$ cat src/rtl/fifo_wr_arbiter.sv
// Round-robin write arbiter: shares one synchronous FIFO write port among NREQ producers,
// granting bounded bursts and acknowledging each word as it is written.
module fifo_wr_arbiter #(
    parameter int unsigned BITWIDTH  = 5,
    parameter int unsigned NREQ      = 4,
    parameter int unsigned MAX_BURST = 4
) (
    input  logic                       clk,
    input  logic                       rst,
    input  logic [NREQ-1:0]            req,
    input  logic [NREQ*BITWIDTH-1:0]   data,
    output logic [NREQ-1:0]            ack,
    input  logic                       fifoFull,
    output logic                       fifoWEn,
    output logic [BITWIDTH-1:0]        fifoDIn,
    output logic [$clog2(NREQ)-1:0]    owner,
    output logic                       busy
);

    localparam int unsigned OW = $clog2(NREQ);
    localparam int unsigned CW = $clog2(MAX_BURST) + 1;

    localparam logic [0:0] StIdle  = 1'b0;
    localparam logic [0:0] StBurst = 1'b1;

    logic [0:0]          state_q, state_d;
    logic [OW-1:0]       owner_q, owner_d;
    logic [OW-1:0]       ptr_q, ptr_d;
    logic [CW-1:0]       cnt_q, cnt_d;

    logic [OW-1:0]       pick;
    logic [OW-1:0]       idx;
    logic                found;
    logic                owner_req;
    logic [BITWIDTH-1:0] owner_word;
    logic                last_word;

    // Request and data word of the current owner.
    always_comb begin
        owner_req  = 1'b0;
        owner_word = '0;
        for (int unsigned i = 0; i < NREQ; i++) begin
            if (owner_q == OW'(i)) begin
                owner_req  = req[i];
                owner_word = data[i*BITWIDTH +: BITWIDTH];
            end
        end
    end

    // Search starts at ptr and wraps; NREQ is a power of two so OW-bit addition wraps for free.
    always_comb begin
        found = 1'b0;
        pick  = '0;
        idx   = '0;
        for (int unsigned i = 0; i < NREQ; i++) begin
            idx = ptr_q + OW'(i);
            if (!found && req[idx]) begin
                found = 1'b1;
                pick  = idx;
            end
        end
    end

    always_comb begin
        fifoWEn = (state_q == StBurst) && owner_req && !fifoFull && !rst;
        fifoDIn = fifoWEn ? owner_word : '0;
        busy    = (state_q == StBurst) && !rst;
        owner   = owner_q;
        ack     = '0;
        for (int unsigned i = 0; i < NREQ; i++) begin
            ack[i] = fifoWEn && (owner_q == OW'(i));
        end
    end

    assign last_word = (cnt_q == CW'(MAX_BURST - 1));

    always_comb begin
        state_d = state_q;
        owner_d = owner_q;
        ptr_d   = ptr_q;
        cnt_d   = cnt_q;
        unique case (state_q)
            StIdle: begin
                if (found) begin
                    owner_d = pick;
                    cnt_d   = '0;
                    state_d = StBurst;
                end
            end
            StBurst: begin
                if (fifoWEn) begin
                    cnt_d = cnt_q + CW'(1);
                    if (last_word) begin
                        state_d = StIdle;
                        ptr_d   = owner_q + OW'(1);
                    end
                end else if (!owner_req) begin
                    // Producer withdrew its word: release the grant to the next in line.
                    state_d = StIdle;
                    ptr_d   = owner_q + OW'(1);
                end
            end
            default: state_d = StIdle;
        endcase
    end

    always_ff @(posedge clk) begin
        if (rst) begin
            state_q <= StIdle;
            owner_q <= '0;
            ptr_q   <= '0;
            cnt_q   <= '0;
        end else begin
            state_q <= state_d;
            owner_q <= owner_d;
            ptr_q   <= ptr_d;
            cnt_q   <= cnt_d;
        end
    end

endmodule

$ cat config.mk
export PLATFORM = sky130hd
export DESIGN_NAME = fifo_wr_arbiter
export DESIGN_NICKNAME = d
export VERILOG_FILES = /design/src/rtl/fifo_wr_arbiter.sv
export SDC_FILE = /design/constraint.sdc
export NUM_CORES = 1
export LEC_CHECK = 0
export ABC_AREA = 1
export CAP_MARGIN = 10
export CORE_AREA = 3 3 51 53
export CTS_BUF_LIST = sky130_fd_sc_hd__clkbuf_8
export DETAILED_ROUTE_END_ITERATION = 12
export DIE_AREA = 0 0 54 56
export PLACE_DENSITY = 0.78
export SLEW_MARGIN = 30
export SYNTH_ARGS = -nofsm -noshare
export SYNTH_HDL_FRONTEND = slang
export SYNTH_SLANG_ARGS = --single-unit
$ cat constraint.sdc
create_clock -name clk -period 1.7 [get_ports clk]
set_input_delay 0.17 -clock clk [delete_from_list [all_inputs] [get_ports clk]]
set_output_delay 0.17 -clock clk [all_outputs]
set_load 0.05 [all_outputs]
# Word level (Yosys, flattened, before mapping)
# Cells that the tools add are included.
# op_classes
n_bitwise	1
n_eq_ne	8
n_lt_le_gt_ge	4
add_sub_neg	5
reduce_logical	20
muxes	36
# op_table
cell	n
5-bit two-way mux	5
1-bit two-way mux	16
2-bit two-way mux	7
2-bit by 3-bit < comparator with 1-bit output (second input constant)	4
1-bit logical AND	11
1-bit binary-select mux with 2-bit select	4
3-bit two-way mux	2
2-bit != test (second input constant)	3
3-bit one-hot mux with 2 select lines	1
1-bit zero test	5
2-bit by 1-bit adder with 2-bit output (second input constant)	2
2-bit adder (second input constant)	2
2-bit == test (second input constant)	2
2-bit AND reduction	2
3-bit by 1-bit adder with 3-bit output (second input constant)	1
3-bit by 2-bit == test with 1-bit output (second input constant)	1
3-bit AND reduction	1
2-bit by 1-bit == test with 1-bit output (second input constant)	1
2-bit zero test	1
2-bit by 1-bit != test with 1-bit output (second input constant)	1
1-bit one-hot mux with 2 select lines	1
1-bit inverter	1
# word_totals
reg_bits	8
elab_cells	78
input_bits	27
out_inout_bits	13

# Longest topological paths before layout
# Gate-level depths: netlist of the first run.
# logic_depth
depth_word	14
ltp_mapped	11
mapped_depth_nobuf	11

# Worst setup path after synthesis of the first run
# Ideal clock, no wire load.
# synth_path
kind	reg-to-output
startpoint	register owner_q[1] (netlist: owner[1])
endpoint	output fifoDIn[3]
setup_slack_ps	-1390
t_required_ps	1530
t_arrival_ps	2920
n_path_buf	1
stages_incl_launch_ff	11
path_cell_list	dfxtp_1 > inv_1 > ha_1 > inv_2 > nand3_1 > nand2_1 > o211ai_1 > nand2_1 > nand2_1 > buf_4 > a211oi_1
# synth_via
elab_chain_cells	9
elab_cells_between_ends	16
cone_classes	eq/ne (3); mux (9); reduce/logical (4)
# synth_rtl
element	line	source
from (decl)	27	logic [OW-1:0] owner_q, owner_d;
from (signal assigned)	115	owner_q <= owner_d;
2-bit zero test	43	if (owner_q == OW'(i)) begin
1-bit two-way mux (4 in a row)	43	
1-bit logical AND (3 in a row)	65	fifoWEn = (state_q == StBurst) && owner_req && !fifoFull && !rst;
5-bit two-way mux *	66	fifoDIn = fifoWEn ? owner_word : '0;
to (decl)	15	output logic [BITWIDTH-1:0] fifoDIn,
# Mark *: on every way between the ends. The rest lies on a longest branch, timed or not.

# Worst setup path in the final report of the first run
# Same ends and word-level chain as after synthesis.

==> metrics.log, run 1 <==
INFO  metric yosysUniqueCellTypes = 20
INFO  metric drt_pass1_iterations = 4
INFO  metric route.detailed.wl_per_inst = 14.3 µm
INFO  metric wirelength_met1 = 1.38 mm
INFO  metric setup.worst_path.start = owner[1]$_SDFFE_PP0P_
INFO  metric skew_pair_late_insertion_delay = 0.24 ns
INFO  metric final_util = 0.829
INFO  metric core_region_area = 2190 µm²
INFO  metric violations = negative setup slack
INFO  metric grt_overflow = 0
INFO  metric p_leak = 0.799 nW
INFO  metric netlist_area = 921 µm²
INFO  metric setup_viol_count_final = 15
INFO  metric drt_drc_violations_left = 0
INFO  metric worstSetupEndpoint = fifoDIn[3]
INFO  metric max_cap_viol_count = 0
INFO  metric power.ir.vdd_worst = 1.08 mV
INFO  metric maximum_root_to_sink_buffer_count = 2
INFO  metric clock_skews = 0.00324 ns
INFO  metric clock-root-buffer = sky130_fd_sc_hd__clkbuf_8
INFO  metric layout_min_cycle_time = 1.94 ns
INFO  metric cts.sinks = 8
INFO  metric critical-path-slowest-cell = sky130_fd_sc_hd__dfxtp_4
INFO  metric worst_ep_required = 1.53 ns
INFO  metric std_cell_rows = 17
INFO  metric maxClockFrequency = 515 MHz
INFO  metric dieHeight = 56 µm
INFO  metric synth-seq-area-share = 0.174
INFO  metric die_width = 54 µm
INFO  metric initial_core_util = 0.420
INFO  metric met2_wirelength = 1.81 mm
INFO  metric timing.slew.headroom = 0.774
INFO  metric gp_congestion = 0.869
INFO  metric final_antenna_net_count = 0
INFO  metric cpPeakStageDelay = 0.37 ns
INFO  metric clk_pin_slew = 0.04 ns
INFO  metric ioPinCount = 40
INFO  metric run_status = complete, but fails checks
INFO  metric final_common_cell = sky130_fd_sc_hd__nand2_1
INFO  metric synthesis.nets = 191
INFO  metric initial_antenna_violation_count = 0
INFO  metric syn_inst = 158
INFO  metric hold_path.startpoint = cnt_q[0]$_SDFFE_PP0P_
INFO  metric setup_slack = -0.241 ns
INFO  metric global_route_wire_length_before_repair = 5.72 mm
INFO  metric setup.worst_path.end_class = primary output
INFO  metric rr_endpoint = cnt_q[2]$_SDFFE_PP0P_
INFO  metric dieArea = 3020 µm²
INFO  metric min_hold_slack = 0.461 ns
INFO  metric highest-signal-layer = met4
INFO  metric max_slew.worst_pin.slew = 0.336 ns
INFO  metric insertedDiodeCount = 0
INFO  metric layout_worst_path_cycle_share = 1.14
INFO  metric final-max-slew-violation-count = 0
INFO  metric regToRegSetupSlack = -0.14 ns
INFO  metric vias = 1339
INFO  metric crit_top_cell = sky130_fd_sc_hd__inv_4
INFO  metric detailed_place_hpwl = 2.69 mm
INFO  metric cp_cell_sequence = inv_4 -> ha_4 -> inv_4 -> nand3_2 -> nand2_1 -> o211ai_1 -> nand2_2 -> nand2_4 -> a211oi_4 -> buf_12
INFO  metric drive_above_1_share = 0.372
INFO  metric setup_repair_after_global_routing_missed_its_margin = yes
INFO  metric initialDrtViolationCount = 61
INFO  metric min_path_type = reg2reg
INFO  metric syn_to_final_growth = 97.1%
INFO  metric synth-seq-cells = 8
INFO  metric finalWirelength = 3.60 mm
INFO  metric portBuffers = 39
INFO  metric timing_worst_setup_path_type = reg2out
INFO  metric grt.total_usage = 0.245
INFO  metric most-common-layout-cells = sky130_fd_sc_hd__nand2_1, sky130_fd_sc_hd__clkdlybuf4s50_1, sky130_fd_sc_hd__buf_4, sky130_fd_sc_hd__nand3_1, sky130_fd_sc_hd__inv_1
INFO  metric critical_path_peak_fanout = 6
INFO  metric maximum_level_of_the_cts_h_tree = 1
INFO  metric final_nets = 257
INFO  metric cts_tree = done
INFO  metric synth.avg_cell_area = 5.83 µm²
INFO  metric post_cts_hold_buffer_count = 0
INFO  metric first_global_vias = 1329
INFO  metric drt-vias-per-instance = 5.33
INFO  metric crit_path_start_kind = flip-flop
INFO  metric met3_wirelength = 318 µm
INFO  metric power.density = 1510 nW/µm²
INFO  metric reg2reg_from = owner[1]$_SDFFE_PP0P_
INFO  metric yosysWarnings = 0
INFO  metric cts-buffers-inserted = 3
INFO  metric cp_data_arrival_time = 1.77 ns
INFO  metric grt_start_max_net_pins = 11
INFO  metric num-fill-cells = 128
INFO  metric ff2ff_path_depth = 11
INFO  metric totalPowerFinal = 2.74 mW
INFO  metric report.final.hold_viol_count = 0
[sequential cells by signal (all words and copies together) (netlist names)]
signal / cells
cnt_q: 3
owner: 2
ptr_q: 2
state_q: 1
[per-stage QoR]
stage / setup WS [ns] / setup TNS (ns) / cells / area, µm²
floorplan: -0.238 / -2.04 / 158 / 1010
global placement: -0.160 / -1.29 / 238 / 1640
detailed placement: -0.215 / -2.04 / 238 / 1640
CTS: -0.179 / -1.68 / 246 / 1730
global route: -0.320 / -3.93 / 251 / 1820
finish: -0.241 / -2.60 / 251 / 1820
[what timing repair did]
item                                    in CTS  in global routing
setup buffers                                3                  5
cloned                                       1                  0
endpoints found under the setup margin      12                 17
pin swaps                                    2                  1
gates resized for setup                      7                 12
[cell usage after synthesis]
master / number / area (µm²)
sky130_fd_sc_hd__o211ai_1: 5 / 37.5
sky130_fd_sc_hd__nand3_1: 20 / 100
sky130_fd_sc_hd__nor2_4: 1 / 11.3
sky130_fd_sc_hd__o21ai_0: 7 / 35.0
sky130_fd_sc_hd__clkbuf_1: 2 / 7.51
sky130_fd_sc_hd__nor3_1: 1 / 5.00
sky130_fd_sc_hd__buf_4: 1 / 7.51
sky130_fd_sc_hd__a211oi_1: 1 / 7.51
sky130_fd_sc_hd__dfxtp_1: 8 / 160
sky130_fd_sc_hd__inv_2: 3 / 11.3
sky130_fd_sc_hd__nand2_2: 5 / 31.3
sky130_fd_sc_hd__buf_6: 1 / 11.3
sky130_fd_sc_hd__o21ai_2: 1 / 8.76
sky130_fd_sc_hd__nand3_2: 3 / 30.0
sky130_fd_sc_hd__nor2_1: 12 / 45.0
sky130_fd_sc_hd__nand2_1: 49 / 184
sky130_fd_sc_hd__inv_1: 16 / 60.1
sky130_fd_sc_hd__ha_1: 6 / 75.1
sky130_fd_sc_hd__nand2_4: 2 / 22.5
sky130_fd_sc_hd__a21oi_1: 14 / 70.1
[worst max-delay path, delay by kind of cell, from the launching register on]
family	cells	cell delay (ns)
and+or+nand+nor	4	0.40
adders and majority gates	1	0.17
AOI/OAI and AO/OA	2	0.31
DFF	1	0.37
buffers and inverters	3	0.28
[worst min-delay path by stage]
stage | to | slack (ns) | cells after the start
finish | cnt_q[0]$_SDFFE_PP0P_ | 0.46 | 1
global route | cnt_q[0]$_SDFFE_PP0P_ | 0.49 | 1
CTS | cnt_q[0]$_SDFFE_PP0P_ | 0.46 | 1
detailed placement | cnt_q[0]$_SDFFE_PP0P_ | 0.46 | 1
global placement | cnt_q[0]$_SDFFE_PP0P_ | 0.45 | 1
floorplan | cnt_q[0]$_SDFFE_PP0P_ | 0.43 | 1
[layout make-up]
type	instances	area [µm²]	area share
clock buffer	3	41.3	0.0227
multi-input combinational	128	798	0.440
inverter	19	81.3	0.0448
timing repair buffer	64	687	0.378
sequential	8	169	0.0930
clock inverter	1	3.75	0.00207
tap	28	35.0	0.0193
[where the power goes]
part | switching (mW) | internal, mW
registers | 0.0808 | 0.257
logic | 1.23 | 0.925
clock network | 0.0829 | 0.157
total | 1.40 | 1.34
[cells by family (layout without fill, tap and decap cells)]
group | Yosys count | count (layout) | share of synthesized area
AO/OA/AOI/OAI | 28 | 28 | 0.173
adder cells (fa/ha/maj) | 6 | 6 | 0.0815
buffers and inverters | 23 | 87 | 0.106
flip-flops | 8 | 8 | 0.174
AND/OR/NAND/NOR | 93 | 94 | 0.466
[layer usage]
metal	global-route usage	up-vias
met2	0.415	77
met5	0	-
li1	-	651
met3	0.0563	11
met4	0.114	0
met1	0.279	600
Power figures use the tool's default switching activity.
==> inputs of run 2 (changes only) <==
--- a/config.mk
+++ b/config.mk
@@ -12,6 +12,7 @@
 export DETAILED_ROUTE_END_ITERATION = 12
 export DIE_AREA = 0 0 54 56
 export PLACE_DENSITY = 0.78
+export SETUP_SLACK_MARGIN = 0.2
 export SLEW_MARGIN = 30
 export SYNTH_ARGS = -nofsm -noshare
 export SYNTH_HDL_FRONTEND = slang
==> run 2 against run 1 <==
Effect of this change: the flow still finishes with violations (negative setup slack); worst setup slack better by 0.040 ns; global-route usage decreased by 0.22 points; hold slack better by 0.0070 ns; sequential share of layout area grew 0.24 points; non-clock buffer count decreased by 2; utilization decreased by 0.29 points; wire length fell by 4.4%; clock skew rose by 0.0020 ns; critical path depth unchanged; largest power group unchanged; critical endpoint unchanged; die area stayed put.
==> metrics.log, run 2 (synthesized netlist as in run 1, its figures left out) <==
INFO  metric rr_endpoint = ptr_q[0]$_SDFFE_PP0P_
INFO  metric layout_min_cycle_time = 1.90 ns (-0.0400 ns)
INFO  metric ff2ff_path_depth = 12 (+1)
INFO  metric num-fill-cells = 131 (+2.3%)
INFO  metric totalPowerFinal = 2.69 mW (-1.7%)
INFO  metric final_common_cell = sky130_fd_sc_hd__nand2_1
INFO  metric clk_pin_slew = 0.04 ns (about the same)
INFO  metric gp_congestion = 0.833 (-4.1%)
INFO  metric route.detailed.wl_per_inst = 13.9 µm (-3.2%)
INFO  metric setup_repair_after_global_routing_missed_its_margin = yes
INFO  metric register_area = 173 µm² (+2.2%)
INFO  metric final_antenna_net_count = 0 (unchanged)
INFO  metric cp_data_arrival_time = 1.73 ns (-0.04 ns)
INFO  metric power.ir.vdd_worst = 1.09 mV (+1.5%)
INFO  metric setup_slack = -0.201 ns (+0.0400 ns)
INFO  metric detailed_place_hpwl = 2.55 mm (-5.1%)
INFO  metric insertedDiodeCount = 0 (unchanged)
INFO  metric grt.total_usage = 0.243 (-0.00223)
INFO  metric run_status = complete, but fails checks
INFO  metric first_global_vias = 1280 (-3.7%)
INFO  metric timing_worst_setup_path_type = reg2out
INFO  metric setup.worst_path.end_class = primary output
INFO  metric std_cell_rows = 17 (unchanged)
INFO  metric largest_reg_flops = 3 (unchanged)
INFO  metric critical_path_peak_fanout = 6 (unchanged)
INFO  metric portBuffers = 39 (unchanged)
INFO  metric clock_skews = 0.00527 ns (+0.00203 ns)
INFO  metric layout_worst_path_cycle_share = 1.12 (-0.0235)
INFO  metric min_hold_slack = 0.468 ns (+0.00703 ns)
INFO  metric multiInputGateArea = 802 µm² (+0.47%)
INFO  metric maximum_level_of_the_cts_h_tree = 1 (unchanged)
INFO  metric core_region_area = 2190 µm² (unchanged)
INFO  metric power.density = 1490 nW/µm² (-1.3%)
INFO  metric pre_cts_ws = -0.141 ns (+0.0735 ns)
INFO  metric most-common-layout-cells = sky130_fd_sc_hd__nand2_1, sky130_fd_sc_hd__clkdlybuf4s50_1, sky130_fd_sc_hd__buf_4, sky130_fd_sc_hd__nand3_1, sky130_fd_sc_hd__inv_1
INFO  metric regToRegSetupSlack = 0.03 ns (+0.17 ns)
INFO  metric max_slew.worst_pin.slew = 0.230 ns (-0.106 ns)
INFO  metric cts.sinks = 8 (unchanged)
INFO  metric min_path_type = reg2reg
INFO  metric cts-buffers-inserted = 3 (unchanged)
INFO  metric grt_start_max_net_pins = 11 (unchanged)
INFO  metric hold_path.startpoint = cnt_q[0]$_SDFFE_PP0P_
INFO  metric dieHeight = 56 µm (unchanged)
INFO  metric drt_pass1_iterations = 4 (unchanged)
INFO  metric skew_pair_late_insertion_delay = 0.24 ns (about the same)
INFO  metric violations = negative setup slack
INFO  metric maximum_root_to_sink_buffer_count = 2 (unchanged)
INFO  metric reg2reg_from = owner[1]$_SDFFE_PP0P_
INFO  metric drt-vias-per-instance = 5.27 (-1.3%)
INFO  metric drive_above_1_share = 0.386 (+0.0142)
INFO  metric grt_overflow = 0 (unchanged)
INFO  metric final-max-slew-violation-count = 0 (unchanged)
INFO  metric worst_ep_required = 1.53 ns (about the same)
INFO  metric ioPinCount = 40 (unchanged)
INFO  metric report.final.hold_viol_count = 0 (unchanged)
INFO  metric finalWirelength = 3.44 mm (-4.4%)
INFO  metric crit_path_start_kind = flip-flop
INFO  metric vias = 1306 (-2.5%)
INFO  metric timing.slew.headroom = 0.846 (+0.0719)
INFO  metric hold-path-cell-count = 1 (unchanged)
INFO  metric p_leak = 0.796 nW (-0.40%)
INFO  metric maxClockFrequency = 526 MHz (+2.1%)
INFO  metric final_util = 0.826 (-0.00285)
INFO  metric initialDrtViolationCount = 48 (-21%)
INFO  metric max_cap_viol_count = 0 (unchanged)
INFO  metric clock-root-buffer = sky130_fd_sc_hd__clkbuf_8
INFO  metric global_route_wire_length_before_repair = 5.54 mm (-3.1%)
INFO  metric cts_tree = done
INFO  metric syn_to_final_growth = 96.5%
INFO  metric initial_antenna_violation_count = 0 (unchanged)
INFO  metric final_nets = 255 (-0.78%)
INFO  metric drt_drc_violations_left = 0 (unchanged)
INFO  metric initial_core_util = 0.420 (unchanged)
INFO  metric setup_viol_count_final = 10 (-5)
INFO  metric largest-register = cnt_q
INFO  metric dieArea = 3020 µm² (unchanged)
INFO  metric die_width = 54 µm (unchanged)
INFO  metric min_delay_worst_endpoint = cnt_q[0]$_SDFFE_PP0P_
run 2: changes by cell type in the layout (fill, tap and decap cells not counted), moves of 2 or more:
cell	before	now
sky130_fd_sc_hd__buf_4	26	22
sky130_fd_sc_hd__o21ai_0	5	3
sky130_fd_sc_hd__o21ai_1	2	4
sky130_fd_sc_hd__buf_6	1	3
sky130_fd_sc_hd__nand2_1	46	43
sky130_fd_sc_hd__nand2_2	7	10
run 2: report_power, final:
group / internal (mW) / switching [mW]
registers: 0.262 / 0.0834
logic: 0.900 / 1.21
clock network: 0.154 / 0.0826
total: 1.32 / 1.37
run 2: worst max-delay path, cell delays in order (launching register included):
cell                       delay [ns]
sky130_fd_sc_hd__dfxtp_4         0.37
sky130_fd_sc_hd__inv_4           0.05
sky130_fd_sc_hd__ha_4            0.17
sky130_fd_sc_hd__inv_4           0.05
sky130_fd_sc_hd__nand3_2         0.05
sky130_fd_sc_hd__nand2_2         0.06
sky130_fd_sc_hd__o211ai_1        0.09
sky130_fd_sc_hd__nand2_2         0.15
sky130_fd_sc_hd__nand2_4         0.12
sky130_fd_sc_hd__a211oi_4        0.21
sky130_fd_sc_hd__buf_12          0.17
run 2: layout make-up:
cell class / instances / share of cell area
multi-input cells: 128 / 0.443
flip-flops and latches: 8 / 0.0954
inverters: 19 / 0.0436
clock buffers: 3 / 0.0228
repair buffers: 62 / 0.376
well taps: 28 / 0.0194
run 2: worst max-delay path by stage:
stage | startpoint | to | slack, ns
final | owner[1]$_SDFFE_PP0P_ | fifoDIn[3] | -0.20
after global routing | owner[1]$_SDFFE_PP0P_ | fifoDIn[3] | -0.34
after CTS | owner[1]$_SDFFE_PP0P_ | fifoDIn[3] | -0.17
after detailed placement | req[0] | fifoDIn[3] | -0.14
after global placement | req[0] | fifoDIn[3] | -0.08
after floorplan | owner[1]$_SDFFE_PP0P_ | fifoDIn[3] | -0.24
run 2: per-layer routing:
metal  track usage  wire (µm)  share of wire
met4        0.0961         63          0.018
met2         0.426       1740           0.51
met5             0          0              0
met3        0.0349        214          0.062
met1         0.283       1420           0.41
run 2: metrics by stage:
stage               cells  cell area [µm²]  TNS, ns
floorplan             158             1010    -2.04
global placement      239             1650   -0.291
detailed placement    239             1650    -1.14
CTS                   245             1730    -1.49
global route          248             1810    -3.30
finish                248             1810    -1.34
run 2: timing repair:
action / 4_1_cts / 5_1_grt
hold buffers: 0 / 0
setup buffers: 2 / 3
gates resized for setup: 8 / 18
endpoints found under the setup margin: 17 / 18
cloned: 1 / 0
pin swaps: 3 / 7
==> inputs of run 3 (changes only) <==
--- a/config.mk
+++ b/config.mk
@@ -6,6 +6,7 @@
 export NUM_CORES = 1
 export LEC_CHECK = 0
 export ABC_AREA = 1
+export ABC_CLOCK_PERIOD_IN_PS = 1700
 export CAP_MARGIN = 10
 export CORE_AREA = 3 3 51 53
 export CTS_BUF_LIST = sky130_fd_sc_hd__clkbuf_8
==> results of run 3 <==
Final layout, timing and power as in run 2 (identical DEF).
